**src/rtl/pc_fetch_ctrl_if.sv**
```systemverilog
// Instruction-memory request/response bus between the fetch controller and imem.
// One request in flight at a time: req/gnt handshake, then a single rvalid beat.
interface pc_fetch_ctrl_if;
    logic        imem_req;
    logic [31:0] imem_addr;
    logic        imem_gnt;
    logic        imem_rvalid;
    logic [31:0] imem_rdata;

    modport master (
        output imem_req,
        output imem_addr,
        input  imem_gnt,
        input  imem_rvalid,
        input  imem_rdata
    );

    modport slave (
        input  imem_req,
        input  imem_addr,
        output imem_gnt,
        output imem_rvalid,
        output imem_rdata
    );
endinterface

```
**src/rtl/pc_fetch_ctrl.sv**
```systemverilog
// Fetch controller: owns the fetch PC, issues one imem request at a time, and
// holds the returned word in a one-entry buffer until decode takes it.
module pc_fetch_ctrl #(
    parameter logic [31:0] RESET_PC = 32'h0000_3000
) (
    input  logic                    clk,
    input  logic                    rst_n,
    pc_fetch_ctrl_if.master         imem,
    output logic                    instr_valid,
    output logic [31:0]             instr,
    output logic [31:0]             instr_pc,
    input  logic                    instr_ready,
    input  logic                    redirect_valid,
    input  logic [31:0]             redirect_pc,
    output logic                    fetch_adel
);

    typedef enum logic [1:0] {
        ST_IDLE,
        ST_REQ,
        ST_WAIT,
        ST_HOLD
    } state_t;

    state_t      state, state_nxt;
    logic [31:0] fetch_pc, fetch_pc_nxt;
    logic [31:0] req_pc, req_pc_nxt;
    logic        squash, squash_nxt;
    logic        buf_valid, buf_valid_nxt;
    logic        buf_load;
    logic [31:0] buf_instr, buf_pc;
    logic        adel_nxt;

    // NOTE: every variable gets a default before the case so no path leaves it
    // unassigned; otherwise synthesis infers a latch.
    always_comb begin
        state_nxt     = state;
        fetch_pc_nxt  = fetch_pc;
        req_pc_nxt    = req_pc;
        squash_nxt    = squash;
        buf_valid_nxt = buf_valid;
        buf_load      = 1'b0;
        adel_nxt      = fetch_adel | (redirect_valid & (|redirect_pc[1:0]));

        case (state)
            ST_IDLE: state_nxt = ST_REQ;
            ST_REQ: begin
                if (imem.imem_gnt) begin
                    state_nxt    = ST_WAIT;
                    req_pc_nxt   = fetch_pc;
                    fetch_pc_nxt = fetch_pc + 32'd4;
                    // A grant that coincides with a redirect fetched the wrong path.
                    squash_nxt   = redirect_valid;
                end
            end
            ST_WAIT: begin
                if (imem.imem_rvalid) begin
                    squash_nxt = 1'b0;
                    if (squash || redirect_valid) begin
                        state_nxt = ST_REQ;
                    end else begin
                        buf_load      = 1'b1;
                        buf_valid_nxt = 1'b1;
                        state_nxt     = ST_HOLD;
                    end
                end else if (redirect_valid) begin
                    squash_nxt = 1'b1;
                end
            end
            ST_HOLD: begin
                if (instr_ready || redirect_valid) begin
                    buf_valid_nxt = 1'b0;
                    state_nxt     = ST_REQ;
                end
            end
            default: state_nxt = ST_IDLE;
        endcase

        // Redirect overrides the sequential PC update in every state.
        if (redirect_valid) begin
            fetch_pc_nxt = {redirect_pc[31:2], 2'b00};
        end
    end

    // NOTE: state registers use non-blocking assignments so every flop samples
    // the pre-edge values regardless of statement order.
    always_ff @(posedge clk or negedge rst_n) begin
        if (!rst_n) begin
            state      <= ST_IDLE;
            fetch_pc   <= RESET_PC;
            req_pc     <= RESET_PC;
            squash     <= 1'b0;
            buf_valid  <= 1'b0;
            buf_instr  <= 32'h0;
            buf_pc     <= 32'h0;
            fetch_adel <= 1'b0;
        end else begin
            state      <= state_nxt;
            fetch_pc   <= fetch_pc_nxt;
            req_pc     <= req_pc_nxt;
            squash     <= squash_nxt;
            buf_valid  <= buf_valid_nxt;
            fetch_adel <= adel_nxt;
            if (buf_load) begin
                buf_instr <= imem.imem_rdata;
                buf_pc    <= req_pc;
            end
        end
    end

    assign imem.imem_req  = (state == ST_REQ);
    assign imem.imem_addr = fetch_pc;
    assign instr_valid    = buf_valid;
    assign instr          = buf_instr;
    assign instr_pc       = buf_pc;

endmodule

```
**src/flat_wrapper.sv**
```systemverilog
// flat-port wrapper written by rule: the top's interface ports become plain ports
module pc_fetch_ctrl_flat 
#(
    parameter logic [31:0] RESET_PC = 32'h0000_3000
)
  (clk, rst_n, instr_valid, instr, instr_pc, instr_ready, redirect_valid, redirect_pc, fetch_adel, imem_imem_req, imem_imem_addr, imem_imem_gnt, imem_imem_rvalid, imem_imem_rdata);
  pc_fetch_ctrl_if imem_i ();
  input  logic clk;
  input  logic rst_n;
  output logic instr_valid;
  output logic [31:0] instr;
  output logic [31:0] instr_pc;
  input  logic instr_ready;
  input  logic redirect_valid;
  input  logic [31:0] redirect_pc;
  output logic fetch_adel;
  output wire logic [$bits(imem_i.imem_req)-1:0] imem_imem_req;
  output wire logic [$bits(imem_i.imem_addr)-1:0] imem_imem_addr;
  input wire logic [$bits(imem_i.imem_gnt)-1:0] imem_imem_gnt;
  input wire logic [$bits(imem_i.imem_rvalid)-1:0] imem_imem_rvalid;
  input wire logic [$bits(imem_i.imem_rdata)-1:0] imem_imem_rdata;
  assign imem_imem_req = imem_i.imem_req;
  assign imem_imem_addr = imem_i.imem_addr;
  assign imem_i.imem_gnt = imem_imem_gnt;
  assign imem_i.imem_rvalid = imem_imem_rvalid;
  assign imem_i.imem_rdata = imem_imem_rdata;
  pc_fetch_ctrl #(.RESET_PC(RESET_PC)) u_core (.clk(clk), .rst_n(rst_n), .imem(imem_i), .instr_valid(instr_valid), .instr(instr), .instr_pc(instr_pc), .instr_ready(instr_ready), .redirect_valid(redirect_valid), .redirect_pc(redirect_pc), .fetch_adel(fetch_adel));
endmodule
```
**config.mk**
```make
export PLATFORM = sky130hd
export DESIGN_NAME = pc_fetch_ctrl_flat
export DESIGN_NICKNAME = d
export VERILOG_FILES = /design/src/rtl/pc_fetch_ctrl_if.sv /design/src/rtl/pc_fetch_ctrl.sv /design/src/flat_wrapper.sv
export SDC_FILE = /design/constraint.sdc
export NUM_CORES = 1
export LEC_CHECK = 0
export CAP_MARGIN = 20
export CELL_PAD_IN_SITES_DETAIL_PLACEMENT = 0
export CELL_PAD_IN_SITES_GLOBAL_PLACEMENT = 2
export CORE_MARGIN = 3
export CORE_UTILIZATION = 32
export DETAILED_ROUTE_END_ITERATION = 8
export GPL_ROUTABILITY_DRIVEN = 0
export HOLD_SLACK_MARGIN = 0.03
export PLACE_DENSITY_LB_ADDON = 0.1
export SYNTH_ARGS = -nofsm -noshare
export SYNTH_HDL_FRONTEND = slang
export SYNTH_SLANG_ARGS = --single-unit
```
**constraint.sdc**
```tcl
create_clock -name clk -period 5.4 [get_ports clk]
set_clock_uncertainty 0.15 [all_clocks]
set_input_delay 0.81 -clock clk [delete_from_list [all_inputs] [get_ports clk]]
set_output_delay 0.81 -clock clk [all_outputs]
set_load 0.05 [all_outputs]
```
==> results.toml, run 1 <==
[status]
status = "finished, final reports clean"

[global_routing]
grt_pass1_wl_um = 22030
grt_max_degree = 80
antenna_found_initial = 0
grt_use_total_pct = 15.07
first_global_vias = 4126
grt_overflow = 0

[yosys]
synth_top_area_share_pct = 56.33
seq_area_frac_synth_pct = 58.26
ys_async_sr_fraction_pct = 100.0
netlist_instances = 431
synth_cell_types = 34
synthFlopType = "dfrtp_1"
netlist_area_um2 = 5464
syn-mean-instance-area_um2 = 12.68
ys_ff_latch = 127
synth.largest_area_cell = "dfrtp_1"
synth_warnings = 0
synthTopCellsByArea = "dfrtp_1, mux2_2, a31oi_1"
synth-edff-count = 0

[timing]
fin_tns_setup_ns = 0
rsz0062_at_grt = "false"
final_hold_viol_count = 0
slew_headroom_pct = 36.92
worst_pin_slew_ns = 0.9428
fin_crit_ns = 3.131
slew_violations = 0
finalCritPeriodShare_pct = 57.98
fmax_mhz = 319.4
setup_viol = 0
finalWorstSetupSlack_ns = 2.269

[worst_setup_path]
crit_required_ns = 4.44
slowest_delay_ns = 0.89
cp-end-kind = "output port"
cp_max_fo = 9
arrival_ns = 2.17
criticalPathCategory = "flip-flop to output port"
path_cells = "inv_1 -> ha_1 -> clkdlybuf4s50_1"
slowest_stage = "clkdlybuf4s50_1"
cp-start-kind = "flip-flop"

[cts]
cts.sinks = 127
clk_pin_slew_ns = 0.05
postCtsSetupBuffers = 0
cts_tree = "built"
clock_latency_ns = 0.41
numCtsBuffers = 17
htreeDepth = 4
cts.repair.resized = 0
ctsHoldBuffers = 0
cts_buffer_depth = 2
cts-root-buf = "clkbuf_16"

[die]
io_pins = 169
rows = 47
fp.dieW_um = 136.7
die-area_um2 = 18680
floorplan.initialDensity_pct = 32.83
die_y_um = 136.7
core_area_um2 = 16640

[layout]
nets = 668
antennaDiodeCount = 0
layout_commonest_cell = "clkdlybuf4s50_1"
fin_cells = 826
layout_common_cells = "clkdlybuf4s50_1, dfrtp_1, mux2_2, nand2_1, o21ai_0"
synthToLayoutAreaGrowth_pct = 45.04
drive_gt1_share_pct = 21.78

[place]
dp_slack_ns = 2.104
port_buffers = 164
dp_hpwl_um = 9375
dp_cells = 793

[power_and_ir_drop]
ir_drop_uv = 303.4
p_per_area_nw_per_um2 = 554.7
leakagePower_uw = 0.003307
comb_power_share_pct = 39.7
p_seq_share_pct = 33.4
power_uw = 4396
p_sw_uw = 1659
switching_share_pct = 37.74
pwr-share-clk_pct = 26.9
p_int_uw = 2737

[drt]
vias = 3976
drt_pre_antenna_iters = 4
drtIter0Drc = 108
remaining_drc_errors = 0
wl_per_cell_um = 16.73
ant_nets = 0
drt_wl_total_um = 13820
vias_per_cell = 4.814

[run]
max_cap_violations = 0

[hold_path]
hp-class = "input port to async pin"
==> registers in the layout, indices dropped and copies added (netlist names) <==
register and count:
u_core.instr 32, u_core.imem.imem_addr 30, u_core.instr_pc 30, u_core.req_pc 30
u_core.state 2, u_core.fetch_adel 1, u_core.instr_valid 1, u_core.squash 1
==> per-stage QoR <==
stage	hold WS, ns	instance area, µm²	util [%]
2_1_floorplan	0.2944	5475	-
3_3_place_gp	0.3064	7293	43.82
5_1_grt	0.3461	7925	47.62
6_report	0.2950	7925	47.62
4_1_cts	0.3224	7910	47.53
3_5_place_dp	0.3031	7293	43.82
==> worst max-delay path, delay by kind of cell, from the launching register on <==
| family | cells | cell delay [ns] |
|---|---|---|
| buffers and inverters | 2 | 0.98 |
| flip-flops | 1 | 0.41 |
| adder cells (fa/ha/maj) | 1 | 0.37 |
==> cell families (layout without fill, tap and decap cells) <==
kind of cell    Yosys count  count (layout)  synth area share (%)
other cells               1               4               0.06863
fa+ha+maj                 5               5                 1.145
compound gates           57              57                 6.480
mux                      93              93                 19.12
flops                   127             127                 58.26
xor+xnor                 11              11                 1.763
buf+inv                  34             206                 2.839
simple gates            103             103                 10.33
==> metal layers <==
metal	vias to the layer above	share of wire, %	track usage [%]
met4	0	1.2	5.207
met2	111	48	24.10
met5	-	0	0
met1	1966	46	20.03
met3	13	5.0	3.676
li1	1886	-	-
==> cell usage after synthesis (10+ instances only) <==
library cell and count:
nor2_1 19, mux2_2 86, clkbuf_1 14, o31ai_1 13, nand4_1 10, buf_2 10, o21ai_0 19, xor2_1 10
or4_1 15, dfrtp_1 123, nand3_1 11, nand2_1 27, a31oi_1 18
==> power by group through the flow <==
stage / Clock [µW] / Sequential (µW) / Combinational [µW]
finish: 1180 / 1470 / 1750
floorplan: 0 / 2140 / 491
CTS: 1210 / 1480 / 1770
detailed placement: 0 / 1490 / 1770
global placement: 0 / 1480 / 1740
global route: 1250 / 1510 / 1850
==> final timing paths <==
| path | startpoint | to | cells past startpoint | slack (ns) |
|---|---|---|---|---|
| setup reg to reg | u_core.state[1] | u_core.imem.imem_addr[31] | 6 | 2.80 |
| min in group clk | u_core.fetch_adel | u_core.fetch_adel | 1 | 0.31 |
| hold / removal | rst_n | u_core.req_pc[18] | 1 | 0.29 |
| max in group asynchronous | rst_n | u_core.req_pc[28] | 2 | 3.69 |
| setup / recovery | u_core.state[1] | imem_imem_req | 3 | 2.27 |
| hold reg to reg | u_core.fetch_adel | u_core.fetch_adel | 1 | 0.31 |
==> cell type report <==
cell class                      instances  area [µm²]
Timing Repair Buffer                  168        1680
Multi-Input combinational cell        273        2147
Clock inverter                         11       136.4
Tap cell                              220       275.3
Clock buffer                           21       480.5
Sequential cell                       127        3183
Inverter                                6       22.52
Fill cell                            1523        8717
Note: power is estimated with default switching activity, not from simulation.
==> run 2, diff against run 1 <==
--- a/config.mk
+++ b/config.mk
@@ -9,7 +9,7 @@
 export CELL_PAD_IN_SITES_DETAIL_PLACEMENT = 0
 export CELL_PAD_IN_SITES_GLOBAL_PLACEMENT = 2
 export CORE_MARGIN = 3
-export CORE_UTILIZATION = 32
+export CORE_UTILIZATION = 27
 export DETAILED_ROUTE_END_ITERATION = 8
 export GPL_ROUTABILITY_DRIVEN = 0
 export HOLD_SLACK_MARGIN = 0.03
==> constraint.sdc (replaced) <==
create_clock -name clk -period 2.6 [get_ports clk]
set_clock_uncertainty 0.15 [all_clocks]
set_input_delay 0.39 -clock clk [delete_from_list [all_inputs] [get_ports clk]]
set_output_delay 0.39 -clock clk [all_outputs]
set_load 0.05 [all_outputs]
==> run 2 against run 1 <==
Against the previous run: utilization decreased by 6.4 points; global-route usage decreased by 1.2 points; routed wire length rose by 6.6%; via count is 2.2% higher; cell count is 7.6% higher; worst setup slack got worse by 2.0 ns; final area increased by 2.3%; clock-buffer cell count grew 5; first-iteration DRC count is 18% higher; sequential share of layout area is 0.89 points lower; sequential power is 110% higher.
==> results.toml, run 2 (synthesis results as in run 1) <==
[timing]
rsz0062_at_grt = "false"
slew_headroom_pct = 57.11
finalCritPeriodShare_pct = 91.16
worst_pin_slew_ns = 0.6433
fin_tns_setup_ns = 0
slew_violations = 0
fin_crit_ns = 2.370
final_hold_viol_count = 0
fmax_mhz = 421.9
setup_viol = 0

[global_routing]
grt_max_degree = 68
first_global_vias = 4349
grt_use_total_pct = 13.88
grt_pass1_wl_um = 23920
antenna_found_initial = 0
grt_overflow = 0

[layout]
antennaDiodeCount = 0
final_area_um2 = 8104
layout_commonest_cell = "clkdlybuf4s50_1"
nFillCells = 1944
synthToLayoutAreaGrowth_pct = 48.32
largest_register_ffs = 32
layout_common_cells = "clkdlybuf4s50_1, dfrtp_1, mux2_2, nand2_1, buf_4"
nets = 686
drive_gt1_share_pct = 23.40

[drt]
drt_pre_antenna_iters = 5
vias_per_cell = 4.573
wl_per_cell_um = 16.56
ant_nets = 0
vias = 4065
drt_wl_total_um = 14730
remaining_drc_errors = 0
drtIter0Drc = 127

[worst_setup_path]
crit_family = "buffers and inverters"
path_buf_inv = 1
crit_cells = 1
cp-start-kind = "flip-flop"
slowest_stage = "clkdlybuf4s50_1"
path_cells = "clkdlybuf4s50_1"
arrival_ns = 1.83
r2r_cells = 6
criticalPathCategory = "flip-flop to output port"
slowest_delay_ns = 0.83
cp_max_fo = 7
cp-end-kind = "output port"
crit_required_ns = 2.06

[die]
floorplan.initialDensity_pct = 27.80
fp.dieW_um = 148.3
die-area_um2 = 21980
core_area_um2 = 19650
die_y_um = 148.3
rows = 51
io_pins = 169

[place]
dp_hpwl_um = 10370
port_buffers = 164
dpl-instance-area_um2 = 7510

[cts]
cts.sinks = 127
clock_latency_ns = 0.41
cts-root-buf = "clkbuf_16"
clk_pin_slew_ns = 0.05
postCtsSetupBuffers = 0
htreeDepth = 4
numCtsBuffers = 17
cts_buffer_depth = 2
cts_tree = "built"

[status]
status = "finished, final reports clean"

[power_and_ir_drop]
p_per_area_nw_per_um2 = 1122
ir_drop_uv = 449.1
leakagePower_uw = 0.003370

[hold_path]
hold_depth = 2
hp-class = "flip-flop to flip-flop"

[run]
max_cap_violations = 0
[run 2: cell types whose count changed in the layout (fill, tap and decap cells not counted), sizes merged]
cell / previous run / this run
buf: 5 / 23
clkbuf: 21 / 26
clkinv: 8 / 3
bufinv: 3 / 2
clkdlybuf4s50: 163 / 162
clkinvlp: 1 / 2
dlygate4sd3: 0 / 1
[run 2: final timing paths]
| check | to | slack, ns | start |
|---|---|---|---|
| hold reg to reg | u_core.req_pc[24] | 0.32 | u_core.req_pc[24] |
| setup / recovery | imem_imem_addr[13] | 0.23 | u_core.imem.imem_addr[13] |
| max in group asynchronous | u_core.instr_pc[3] | 1.20 | rst_n |
| min in group asynchronous | u_core.instr[31] | 0.40 | rst_n |
| setup reg to reg | u_core.imem.imem_addr[26] | 0.30 | u_core.state[1] |
| hold / removal | u_core.req_pc[24] | 0.32 | u_core.req_pc[24] |
[run 2: what timing repair did]
item	in CTS	in global routing
hold buffers	1	0
endpoints found under the hold margin	61	0
resized for setup	0	0
setup endpoints to repair	0	0
[run 2: area by class of cell]
cell class              instances  area, µm²  area share, %
multi-input cells             273       2150          26.52
inverters                       6      22.52         0.2779
clock inverters                 6      85.08          1.050
clock buffers                  26      499.2          6.160
flip-flops and latches        127       3183          39.28
well taps                     265      331.6          4.091
repair buffers                186       1833          22.62
[run 2: metrics by stage]
step,power [µW],hold WS [ns],worst slack [ns],cells,util [%]
after global placement,6758,0.2992,0.2088,856,38.21
after detailed placement,6820,0.3001,0.1768,856,38.21
after CTS,9236,0.3332,0.1917,889,41.23
after floorplan,5472,-0.05559,0.06479,434,-
after global routing,9561,0.3456,0.1401,889,41.23
final,9095,0.3250,0.2298,889,41.23
[run 2: worst register-to-register path, delay by kind of cell (launching register included)]
| kind | cells | cell delay, ns |
|---|---|---|
| AOI/OAI and AO/OA | 1 | 0.17 |
| adders and majority gates | 1 | 0.30 |
| and+or+nand+nor | 3 | 1.10 |
| DFF | 1 | 0.41 |
| buffers and inverters | 1 | 0.09 |
[run 2: power breakdown]
part	leakage (µW)	switching (µW)	total (µW)	internal (µW)
Combinational	0.00153	2230	3690	1460
Sequential	0.00156	377	3040	2660
Clock	0.000281	854	2370	1510
[run 2: metal layers]
| layer | part of all wire [%] | GRT usage, % | wire length, µm | up-vias |
|---|---|---|---|---|
| met3 | 6.5 | 5.027 | 957 | 6 |
| met4 | 0.58 | 3.326 | 85 | 0 |
| li1 | - | - | - | 1924 |
| met1 | 46 | 17.97 | 6745 | 2014 |
| met5 | 0 | 0 | 0 | - |
| met2 | 47 | 22.31 | 6937 | 121 |
==> run 3, diff against run 2 <==
--- a/config.mk
+++ b/config.mk
@@ -5,11 +5,12 @@
 export SDC_FILE = /design/constraint.sdc
 export NUM_CORES = 1
 export LEC_CHECK = 0
-export CAP_MARGIN = 20
+export CAP_MARGIN = 15
 export CELL_PAD_IN_SITES_DETAIL_PLACEMENT = 0
 export CELL_PAD_IN_SITES_GLOBAL_PLACEMENT = 2
 export CORE_MARGIN = 3
-export CORE_UTILIZATION = 27
+export CORE_UTILIZATION = 28
+export CTS_BUF_LIST = sky130_fd_sc_hd__clkbuf_2 sky130_fd_sc_hd__clkbuf_4 sky130_fd_sc_hd__clkbuf_8
 export DETAILED_ROUTE_END_ITERATION = 8
 export GPL_ROUTABILITY_DRIVEN = 0
 export HOLD_SLACK_MARGIN = 0.03
==> run 3 against run 2 <==
Against the previous run: critical path depth stayed put; sequential share of layout area rose by 0.75 points; register-to-register slack got worse by 0.04 ns; final area down 1.9%; critical path type unchanged; critical endpoint is now imem_imem_addr[8]; largest cell class unchanged; highest routed layer unchanged.
==> results.toml, run 3 (synthesis results as in run 1) <==
[status]
status = "finished, final reports clean"

[die]
die-area_um2 = 21230
floorplan.initialDensity_pct = 28.83
fp.dieW_um = 145.7
rows = 50
core_area_um2 = 18960
io_pins = 169
die_y_um = 145.7

[drt]
wl_per_cell_um = 16.19
drt_wl_total_um = 14330
vias = 4102
drt_pre_antenna_iters = 4
vias_per_cell = 4.635
drtIter0Drc = 146
remaining_drc_errors = 0
ant_nets = 0

[worst_setup_path]
cp-end-kind = "output port"
criticalPathCategory = "flip-flop to output port"
path_buf_inv = 1
regToRegStartpoint = "u_core.state[1]"
crit_required_ns = 2.06
arrival_ns = 1.88
cp_max_fo = 10
slowest_delay_ns = 0.88
crit_family = "buffers and inverters"
slowest_stage = "clkdlybuf4s50_1"
path_cells = "clkdlybuf4s50_1"
startpoint = "u_core.imem.imem_addr[8]"
r2r_setup_slack_ns = 0.26
cp-start-kind = "flip-flop"

[global_routing]
grt_overflow = 0
grt_pass1_wl_um = 23950
antenna_found_initial = 0
first_global_vias = 4384
grt_max_degree = 59
grt_use_total_pct = 14.16

[cts]
cts_buffer_depth = 2
cts-root-buf = "clkbuf_8"
cts.repair.resized = 0
numCtsBuffers = 17
cts.sinks = 127
clock_latency_ns = 0.44
clk_pin_slew_ns = 0.07
htreeDepth = 4
cts_tree = "built"

[layout]
nFillCells = 1855
seq_area_um2 = 3183
largest_register_ffs = 32
synthToLayoutAreaGrowth_pct = 45.55
final_area_um2 = 7953
nets = 687
layout_commonest_cell = "clkdlybuf4s50_1"
drive_gt1_share_pct = 24.32
antennaDiodeCount = 0
layout_common_cells = "clkdlybuf4s50_1, dfrtp_1, mux2_2, nand2_1, buf_4"
multi_input_area_um2 = 2150
fin_cells = 885

[timing]
slew_violations = 0
fin_tns_setup_ns = 0
fin_crit_ns = 2.420
rsz0062_at_grt = "false"
fmax_mhz = 413.2
finalWorstSetupSlack_ns = 0.1800
setup_viol = 0
final_hold_viol_count = 0
worst_pin_slew_ns = 0.5650
finalCritPeriodShare_pct = 93.08
slew_headroom_pct = 62.33

[place]
dp_hpwl_um = 10380
dp_cells = 852
port_buffers = 164
dpl-instance-area_um2 = 7523
dp_slack_ns = 0.1350

[power_and_ir_drop]
p_per_area_nw_per_um2 = 1073
pwr-share-clk_pct = 21.0
p_int_uw = 5112
leakagePower_uw = 0.003308
p_seq_share_pct = 35.4
comb_power_share_pct = 43.5
p_sw_uw = 3423
switching_share_pct = 40.10
ir_drop_uv = 497.7
power_uw = 8535

[run]
max_cap_violations = 0

[hold_path]
hp-class = "input port to async pin"
[run 3: cell types whose count changed in the layout (fill, tap and decap cells not counted)]
cell,change
buf_12,+1
clkbuf_8,+14
clkinv_2,+1
clkbuf_4,+1
clkbuf_16,-17
bufinv_16,+1
inv_6,+1
clkinv_4,+4
clkbuf_1,-5
[run 3: cell type report]
class | instances | area share (%)
flip-flops and latches | 127 | 40.03
inverters | 6 | 0.2832
clock buffers | 19 | 3.210
well taps | 260 | 4.091
repair buffers | 187 | 23.30
multi-input cells | 273 | 27.03
clock inverters | 13 | 2.061
[run 3: timing repair]
action	4_1_cts	5_1_grt
hold buffers	1	0
hold endpoints to repair	56	0
setup buffers	0	0
[run 3: final timing paths]
kind | to | depth (start not counted)
max | imem_imem_addr[8] | 1
min | u_core.instr_pc[17] | 2
max reg2reg | u_core.imem.imem_addr[28] | 6
min reg2reg | u_core.instr[15] | 1
max in group asynchronous | u_core.req_pc[12] | 3
min in group clk | u_core.instr[15] | 1
[run 3: metrics by stage]
step	util, %	hold WS (ns)
finish	41.95	0.3381
detailed placement	39.69	0.2610
global placement	39.69	0.2563
CTS	41.95	0.3082
global route	41.95	0.3388
floorplan	-	-0.05559
[run 3: power groups by stage]
stage          clock (µW)  combinational (µW)  sequential (µW)
6_report             1800                3710             3020
3_3_place_gp            0                3720             3040
3_5_place_dp            0                3770             3070
5_1_grt              1970                3920             3130
2_1_floorplan           0                1020             4450
4_1_cts              1870                3770             3040
[run 3: worst register-to-register path: stages (launching register included)]
cell     delay (ns)
dfrtp_1        0.42
inv_1          0.10
ha_2           0.30
nand3_2        0.11
or3_1          0.49
or4_1          0.49
a31oi_1        0.19
[run 3: layer usage]
layer / GRT usage, % / vias up / share of wire, %
li1: - / 1934 / -
met1: 17.66 / 2033 / 45
met2: 23.66 / 118 / 49
met3: 3.831 / 17 / 5.1
met4: 5.128 / 0 / 1.4
met5: 0 / - / 0
